--- config.mk ---
export PLATFORM = sky130hd
export DESIGN_NAME = record_fn_arbiter
export DESIGN_NICKNAME = d
export VERILOG_FILES = /design/src/rtl/record_fn_arbiter.sv
export SDC_FILE = /design/constraint.sdc
export NUM_CORES = 1
export LEC_CHECK = 0
export ABC_CLOCK_PERIOD_IN_PS = 5000
export BUFFER_PORTS_ARGS = -buffer_cell sky130_fd_sc_hd__buf_2
export CAP_MARGIN = 5
export CORE_UTILIZATION = 40
export DETAILED_ROUTE_END_ITERATION = 8
export PLACE_DENSITY = 0.65
export REMOVE_ABC_BUFFERS = 1
export SLEW_MARGIN = 15
export SYNTH_ARGS = -nofsm -noshare
export SYNTH_HDL_FRONTEND = slang
export SYNTH_SLANG_ARGS = --single-unit
export TNS_END_PERCENT = 30
--- constraint.sdc ---
create_clock -name clk -period 5 [get_ports clk]
set_clock_uncertainty 0.1 [all_clocks]
set_input_delay 0.75 -clock clk [delete_from_list [all_inputs] [get_ports clk]]
set_output_delay 0.75 -clock clk [all_outputs]
set_load 0.005 [all_outputs]
--- src/rtl/record_fn_arbiter.sv ---
// Round-robin arbiter over N_CH {x, y} record producers, computing a saturating or
// wrapping y+x and returning it tagged with its source channel over a sync/notify handshake.
module record_fn_arbiter #(
    parameter int N_CH  = 4,
    parameter int DW    = 32,
    parameter int MODE  = 0,
    parameter int CNT_W = 16,
    localparam int CH_W = (N_CH > 1) ? $clog2(N_CH) : 1
) (
    input  logic                 clk,
    input  logic                 rst,
    input  logic [N_CH*DW-1:0]   b_in_x,
    input  logic [N_CH*DW-1:0]   b_in_y,
    input  logic [N_CH-1:0]      b_in_sync,
    output logic [N_CH-1:0]      b_in_notify,
    output logic [DW-1:0]        b_out,
    output logic [CH_W-1:0]      b_out_ch,
    input  logic                 b_out_sync,
    output logic                 b_out_notify,
    output logic [CNT_W-1:0]     xfer_cnt
);

    localparam int CW1 = CH_W + 1;

    typedef enum logic [1:0] {READ, COMPUTE, WRITE} state_t;

    state_t           state_q, state_d;
    logic [CH_W-1:0]  rr_ptr_q, rr_ptr_d;
    logic [CH_W-1:0]  ch_q, ch_d;
    logic [DW-1:0]    x_q, x_d, y_q, y_d;
    logic [DW-1:0]    b_out_q, b_out_d;
    logic [CH_W-1:0]  b_out_ch_q, b_out_ch_d;
    logic             b_out_notify_q, b_out_notify_d;
    logic [CNT_W-1:0] xfer_cnt_q, xfer_cnt_d;

    logic             gnt_vld;
    logic [CH_W-1:0]  gnt_idx;
    logic [CW1-1:0]   cand;
    logic [DW+1:0]    sum;
    logic [DW-1:0]    result;

    // Scan from rr_ptr upward with wrap; the first requesting channel wins.
    always_comb begin
        gnt_vld = 1'b0;
        gnt_idx = '0;
        cand    = '0;
        for (int k = 0; k < N_CH; k++) begin
            cand = {1'b0, rr_ptr_q} + CW1'(k);
            if (cand >= CW1'(N_CH)) cand = cand - CW1'(N_CH);
            if (!gnt_vld && b_in_sync[cand[CH_W-1:0]]) begin
                gnt_vld = 1'b1;
                gnt_idx = cand[CH_W-1:0];
            end
        end
    end

    assign b_in_notify = (state_q == READ && !rst && gnt_vld) ? (N_CH'(1) << gnt_idx) : '0;

    // Two guard bits keep the sign of x+y unambiguous for the saturation decision.
    always_comb begin
        sum    = {{2{x_q[DW-1]}}, x_q} + {2'b00, y_q};
        result = sum[DW-1:0];
        if (MODE == 0) begin
            if (sum[DW+1])  result = '0;
            else if (sum[DW]) result = '1;
        end
    end

    always_comb begin
        state_d        = state_q;
        rr_ptr_d       = rr_ptr_q;
        ch_d           = ch_q;
        x_d            = x_q;
        y_d            = y_q;
        b_out_d        = b_out_q;
        b_out_ch_d     = b_out_ch_q;
        b_out_notify_d = b_out_notify_q;
        xfer_cnt_d     = xfer_cnt_q;
        case (state_q)
            READ: begin
                if (gnt_vld) begin
                    x_d      = b_in_x[gnt_idx*DW +: DW];
                    y_d      = b_in_y[gnt_idx*DW +: DW];
                    ch_d     = gnt_idx;
                    rr_ptr_d = (gnt_idx == CH_W'(N_CH - 1)) ? '0 : gnt_idx + 1'b1;
                    state_d  = COMPUTE;
                end
            end
            COMPUTE: begin
                b_out_d        = result;
                b_out_ch_d     = ch_q;
                b_out_notify_d = 1'b1;
                state_d        = WRITE;
            end
            WRITE: begin
                if (b_out_sync) begin
                    b_out_notify_d = 1'b0;
                    xfer_cnt_d     = xfer_cnt_q + 1'b1;
                    state_d        = READ;
                end
            end
            default: state_d = READ;
        endcase
    end

    always_ff @(posedge clk) begin
        if (rst) begin
            state_q        <= READ;
            rr_ptr_q       <= '0;
            ch_q           <= '0;
            x_q            <= '0;
            y_q            <= '0;
            b_out_q        <= '0;
            b_out_ch_q     <= '0;
            b_out_notify_q <= 1'b0;
            xfer_cnt_q     <= '0;
        end else begin
            state_q        <= state_d;
            rr_ptr_q       <= rr_ptr_d;
            ch_q           <= ch_d;
            x_q            <= x_d;
            y_q            <= y_d;
            b_out_q        <= b_out_d;
            b_out_ch_q     <= b_out_ch_d;
            b_out_notify_q <= b_out_notify_d;
            xfer_cnt_q     <= xfer_cnt_d;
        end
    end

    assign b_out        = b_out_q;
    assign b_out_ch     = b_out_ch_q;
    assign b_out_notify = b_out_notify_q;
    assign xfer_cnt     = xfer_cnt_q;

endmodule
# --- Word-level counts from Yosys, hierarchy flattened ---
# Index checks and enable logic that the tools add are counted.
word_totals:
  regBits: 121
  latchBits: 0
  mem_bits_rw: 0
  mem_bits_ro: 0
  input_bits: 263
  out_inout_bits: 55
  word_cells: 79
  mem_count: 0
op_classes:
  n_addsub: 10
  mul: 0
  div: 0
  order_cmp: 8
  n_eq_ne: 5
  shifts: 3
  mux: 29
  bitwise: 0
  reduce_logical: 15
op_table:
  columns: ["operator", "n"]
  rows:
  - ["$shiftx A128 B8 Y32", 2]
  - ["$mux W32", 2]
  - ["$add A32 B33 Y34", 1]
  - ["$mux W2", 11]
  - ["$add A16 B1 Y16 const B", 1]
  - ["$lt A2 B3 Y1 const B", 4]
  - ["$ge A3 B3 Y1 const B", 3]
  - ["$mux W1", 9]
  - ["$bmux W1 S2", 4]
  - ["$reduce_and A2 Y1", 4]
  - ["$sub A2 B1 Y2 const B", 4]
  - ["$add A2 B2 Y3 const B", 2]
  - ["$pmux W2 S3", 1]
  - ["$logic_and A1 B1 Y1", 5]
  - ["$eq A2 B2 Y1 const B", 2]
  - ["$logic_not A1 Y1", 4]
  - ["$mux W4", 1]
  - ["$ne A2 B2 Y1 const B", 2]
  - ["$shl A1 B2 Y4 const A", 1]
  - ["$add A2 B1 Y3 const B", 1]
  - ["$ge A2 B3 Y1 const B", 1]
  - ["$add A2 B1 Y2 const B", 1]
  - ["$eq A2 B1 Y1 const B", 1]
  - ["$logic_not A2 Y1", 1]
  - ["2 further kinds", 2]

# --- Logic depth before layout (Yosys ltp) ---
depth:
  word_depth: 16
  ltp_mapped: 13
  ltp_nobuf: 11

# --- Least setup slack after synthesis ---
# Ideal clock, no wire load.
synth_timing:
  path_type: "input port to output port"
  from: "in b_in_sync[2]"
  to: "out b_in_notify[3]"
  arrival_ns: 2.429
  required_time_ns: 4.150
  slack_ns: 1.721
  cell_stages: 11
  n_path_buf: 4
  path_cell_list: "inv_1 > o221ai_1 > a22oi_1 > nand2b_1 > clkbuf_1 > inv_1 > buf_2 > buf_2 > buf_2 > ha_1 > and2_1"
synth_between:
  elab_chain_len: 14
  word_cells_on_any_way: 25
  classes_between: "1 x shift; 17 x mux; 7 x reduce/logical"
synth_lines:
  columns: ["item", "line", "text"]
  rows:
  - ["start, declared", "14", "input logic [N_CH-1:0] b_in_sync,"]
  - ["$bmux W1 S2", "50", "if (!gnt_vld && b_in_sync[cand[CH_W-1:0]]) begin"]
  - ["$mux W1 (implied by the code)", "50", null]
  - ["$mux W1", "50", null]
  - ["$logic_not A1 Y1", "50", null]
  - ["$logic_and A1 B1 Y1", "50", null]
  - ["$mux W1", "50", null]
  - ["$logic_not A1 Y1", "50", null]
  - ["$logic_and A1 B1 Y1", "50", null]
  - ["$mux W1", "50", null]
  - ["$logic_not A1 Y1", "50", null]
  - ["$logic_and A1 B1 Y1", "50", null]
  - ["$mux W2 *", "50", null]
  - ["named net gnt_idx[0]", "37", "logic [CH_W-1:0] gnt_idx;"]
  - ["$shl A1 B2 Y4 *", "57", "assign b_in_notify = (state_q == READ && !rst && gnt_vld) ? (N_CH'(1) << gnt_idx) : '0;"]
  - ["$mux W4 *", "57", null]
  - ["end, declared", "15", "output logic [N_CH-1:0] b_in_notify,"]
# Mark *: on every way through the listed nets, which the timed path passes. The rest lies on a longest branch. The select of a mux whose other input is x is not followed.

# --- Worst setup path in the final report ---
layout_timing:
  from: "in b_in_sync[2]"
  to: "out b_in_notify[3]"
layout_between:
  elab_chain_len: 14
  word_cells_on_any_way: 25
  classes_between: "1 x shift; 17 x mux; 7 x reduce/logical"
layout_lines:
  columns: ["item", "line"]
  rows:
  - ["$bmux W1 S2", "50"]
  - ["$mux W1 (implied by the code)", "50"]
  - ["$mux W1", "50"]
  - ["$logic_not A1 Y1", "50"]
  - ["$logic_and A1 B1 Y1", "50"]
  - ["$mux W1", "50"]
  - ["$logic_not A1 Y1", "50"]
  - ["$logic_and A1 B1 Y1", "50"]
  - ["$mux W1", "50"]
  - ["$logic_not A1 Y1", "50"]
  - ["$logic_and A1 B1 Y1", "50"]
  - ["$mux W2 / $mux W1 (equally long branches)", "50"]
  - ["$shl A1 B2 Y4 / $logic_and A1 B1 Y1 (equally long branches)", "57"]
  - ["$mux W4 *", "57"]
# Every way passes the cells marked *; elsewhere a longest branch is shown, timed or not. The select of a mux whose other input is x is not followed.

==> results.sh <==
export IMPL_status="completed"
export IMPL_design_portCount=318
export IMPL_synth_edf_count=0
export IMPL_cp_required_ns=4.15
export IMPL_synth_warnings=0
export IMPL_gp_congestion=0.887
export IMPL_netlist_instances=1078
export IMPL_endpoint_kind="primary output"
export IMPL_via_per_inst=5.22
export IMPL_finalCritPeriodShare_pct=75.3
export IMPL_antenna_found_initial=0
export IMPL_initial_core_util_pct=41.4
export IMPL_rows=50
export IMPL_cts_clk_slew_worst_paths_ns=0.05
export IMPL_synth_seq_area_share_pct=30.8
export IMPL_cts_resized=0
export IMPL_drc_errors=0
export IMPL_die_x_um=142
export IMPL_grtUsageTotal_pct=23.7
export IMPL_dieArea_sq_um=20300
export IMPL_setup_viol=0
export IMPL_grt_overflow=0
export IMPL_htreeDepth=4
export IMPL_cp_data_arrival_time_ns=2.91
export IMPL_first_pass_iters=5
export IMPL_clock_sinks=121
export IMPL_crit_type="input port to primary output"
export IMPL_clk_latency_ns=0.42
export IMPL_cts_tree="built"
export IMPL_antenna_left=0
export IMPL_n_antenna_cell=0
export IMPL_place_area_sq_um=9600
export IMPL_final_max_slew_viol_count=0
export IMPL_slew_headroom_pct=27.0
export IMPL_grt_pass1_wl_um=37900
export IMPL_design_area_sq_um=10200
export IMPL_powerDensity_nw_per_um2=401
export IMPL_wl_per_cell_um=15.0
export IMPL_cp_start_kind="input port"
export IMPL_irDropWorstVdd_mv=0.242
export IMPL_dp_hpwl_um=18000
export IMPL_hp_class="flip-flop to flip-flop"
export IMPL_drt_iter0_drc=455
export IMPL_dp_slack_ns=1.21
export IMPL_num_vias=8458
export IMPL_synthArstFlopShare_pct=0
export IMPL_fin_crit_ns=3.76
export IMPL_rr_worst_depth=12
export IMPL_worst_slack_ns=1.24
export IMPL_mostFrequentLayoutCells="buf_2, nand2_1, dfxtp_1, nor2_1, a21oi_1"
export IMPL_synth_area_sq_um=7880
export IMPL_routed_wl_um=24300
export IMPL_first_global_vias=7609
export IMPL_numCtsBuffers=17
export IMPL_totalPowerFinal_mw=4.08
export IMPL_area_delta_synth_final_pct=29.2
export IMPL_ys_ff_latch=121
export IMPL_p_leak_nw=5.00
export IMPL_root_buffer="clkbuf_16"
export IMPL_final_common_cell="buf_2"
export IMPL_cp_max_fo=43
export IMPL_postCtsSetupRepairBufs=0
export IMPL_ys_flop_type="dfxtp_1"
export IMPL_max_freq_mhz=266
export IMPL_core_area_sq_um=19000
export IMPL_worst_slew_pin_slew_ns=1.09
export IMPL_layout_nets=1650
export IMPL_avgSynthCellArea_sq_um=7.31
export IMPL_grt_max_degree=71
export IMPL_hold_viol_final=0
export IMPL_cts_max_path_buffers=2
export IMPL_yosysUniqueCellTypes=57
export IMPL_holdPathStages=2
export IMPL_die_h_um=142
export IMPL_drive_gt1_share_pct=27.6
export IMPL_io_buffers=317
export IMPL_maxCapViolCount=0
export IMPL_rsz0062_at_grt="false"
export IMPL_cts_hold_fix_buffers=0
-- layout make-up --
| type | instances | area (sq um) |
|---|---|---|
| fill | 1900 | 8840 |
| multi-input combinational | 863 | 5110 |
| sequential | 121 | 2420 |
| timing repair buffer | 326 | 1670 |
| clock buffer | 17 | 425 |
| tap | 260 | 325 |
| clock inverter | 15 | 151 |
| inverter | 19 | 73.8 |
-- metrics by stage --
step	utilization, %	instances	hold slack, ns	setup TNS [ns]
finish	53.5	1621	0.339	0
floorplan	-	1003	0.326	-80.87
CTS	53.5	1621	0.342	0
detailed placement	50.5	1589	0.335	0
global route	53.5	1621	0.365	0
global placement	50.5	1589	0.332	0
-- cells by family (layout without fill, tap and decap cells) --
kind of cell / after synthesis / after routing / synth area share, %
and+or+nand+nor: 460 / 460 / 24.6
AOI/OAI and AO/OA: 281 / 281 / 23.6
DFF: 121 / 121 / 30.8
buffers and inverters: 94 / 377 / 4.89
muxes: 42 / 42 / 5.34
xor gates and xnor gates: 41 / 41 / 4.56
adders and majority gates: 39 / 39 / 6.29
-- critical path, stage by stage --
cell and delay [ns]:
buf_2 0.11, inv_1 0.08, o221ai_1 0.13, a22oi_1 0.40
nand2b_4 0.37, inv_4 0.57, ha_1 0.26, and2_1 0.12
buf_2 0.10
-- worst paths after layout --
kind / startpoint / endpoint / slack (ns)
setup / recovery: b_in_sync[2] / b_in_notify[3] / 1.24
hold / removal: b_out[11]$_SDFFE_PP0P_ / b_out[11]$_SDFFE_PP0P_ / 0.34
setup reg to reg: x_q[0]$_SDFFE_PP0P_ / b_out[25]$_SDFFE_PP0P_ / 1.40
hold reg to reg: b_out[11]$_SDFFE_PP0P_ / b_out[11]$_SDFFE_PP0P_ / 0.34
-- synth_stat cells, drive strengths merged (2+ instances only) --
library cell,n,share of area (%)
buf,23,1.5
nor3,6,0.38
a21o,15,1.4
o21bai,8,0.81
clkbuf,52,2.5
o211ai,4,0.38
and3,31,2.5
a31oi,4,0.32
a221o,2,0.25
o31ai,3,0.29
or3,6,0.48
a22oi,42,4.0
dfxtp,121,31
mux2i,42,5.3
nand3,13,0.83
o221ai,2,0.22
nand2b,4,0.32
nand4,11,0.87
a41oi,2,0.22
nor4,2,0.16
and4,2,0.22
o22ai,43,3.4
nand2,283,13
xor2,18,2.0
ha,38,6.0
nor2,91,4.3
o21a,7,0.67
a221oi,2,0.44
xnor2,23,2.6
a211oi,3,0.35
nor2b,3,0.24
a311oi,23,2.6
o21ai,47,3.0
a21oi,66,4.2
inv,18,0.86
and2,5,0.40
-- power by group --
part / switching (mW) / internal (mW) / leakage, nW
combinational: 0.972 / 0.665 / 3.73
sequential: 0.108 / 1.15 / 0.993
clock: 0.460 / 0.732 / 0.279
-- metal layers --
metal	GRT usage, %	share of wire [%]
met5	0	0
met4	7.30	2.1
met3	4.34	5.6
met2	40.3	46
met1	30.2	46
-- registers in the layout (all words and copies together) (netlist names), 2 cells and up --
| name | count |
|---|---|
| b_out | 32 |
| x_q | 32 |
| y_q | 32 |
| xfer_cnt | 16 |
| b_out_ch | 2 |
| ch_q | 2 |
| rr_ptr_q | 2 |
| state_q | 2 |
Power figures use the tool's default switching activity.
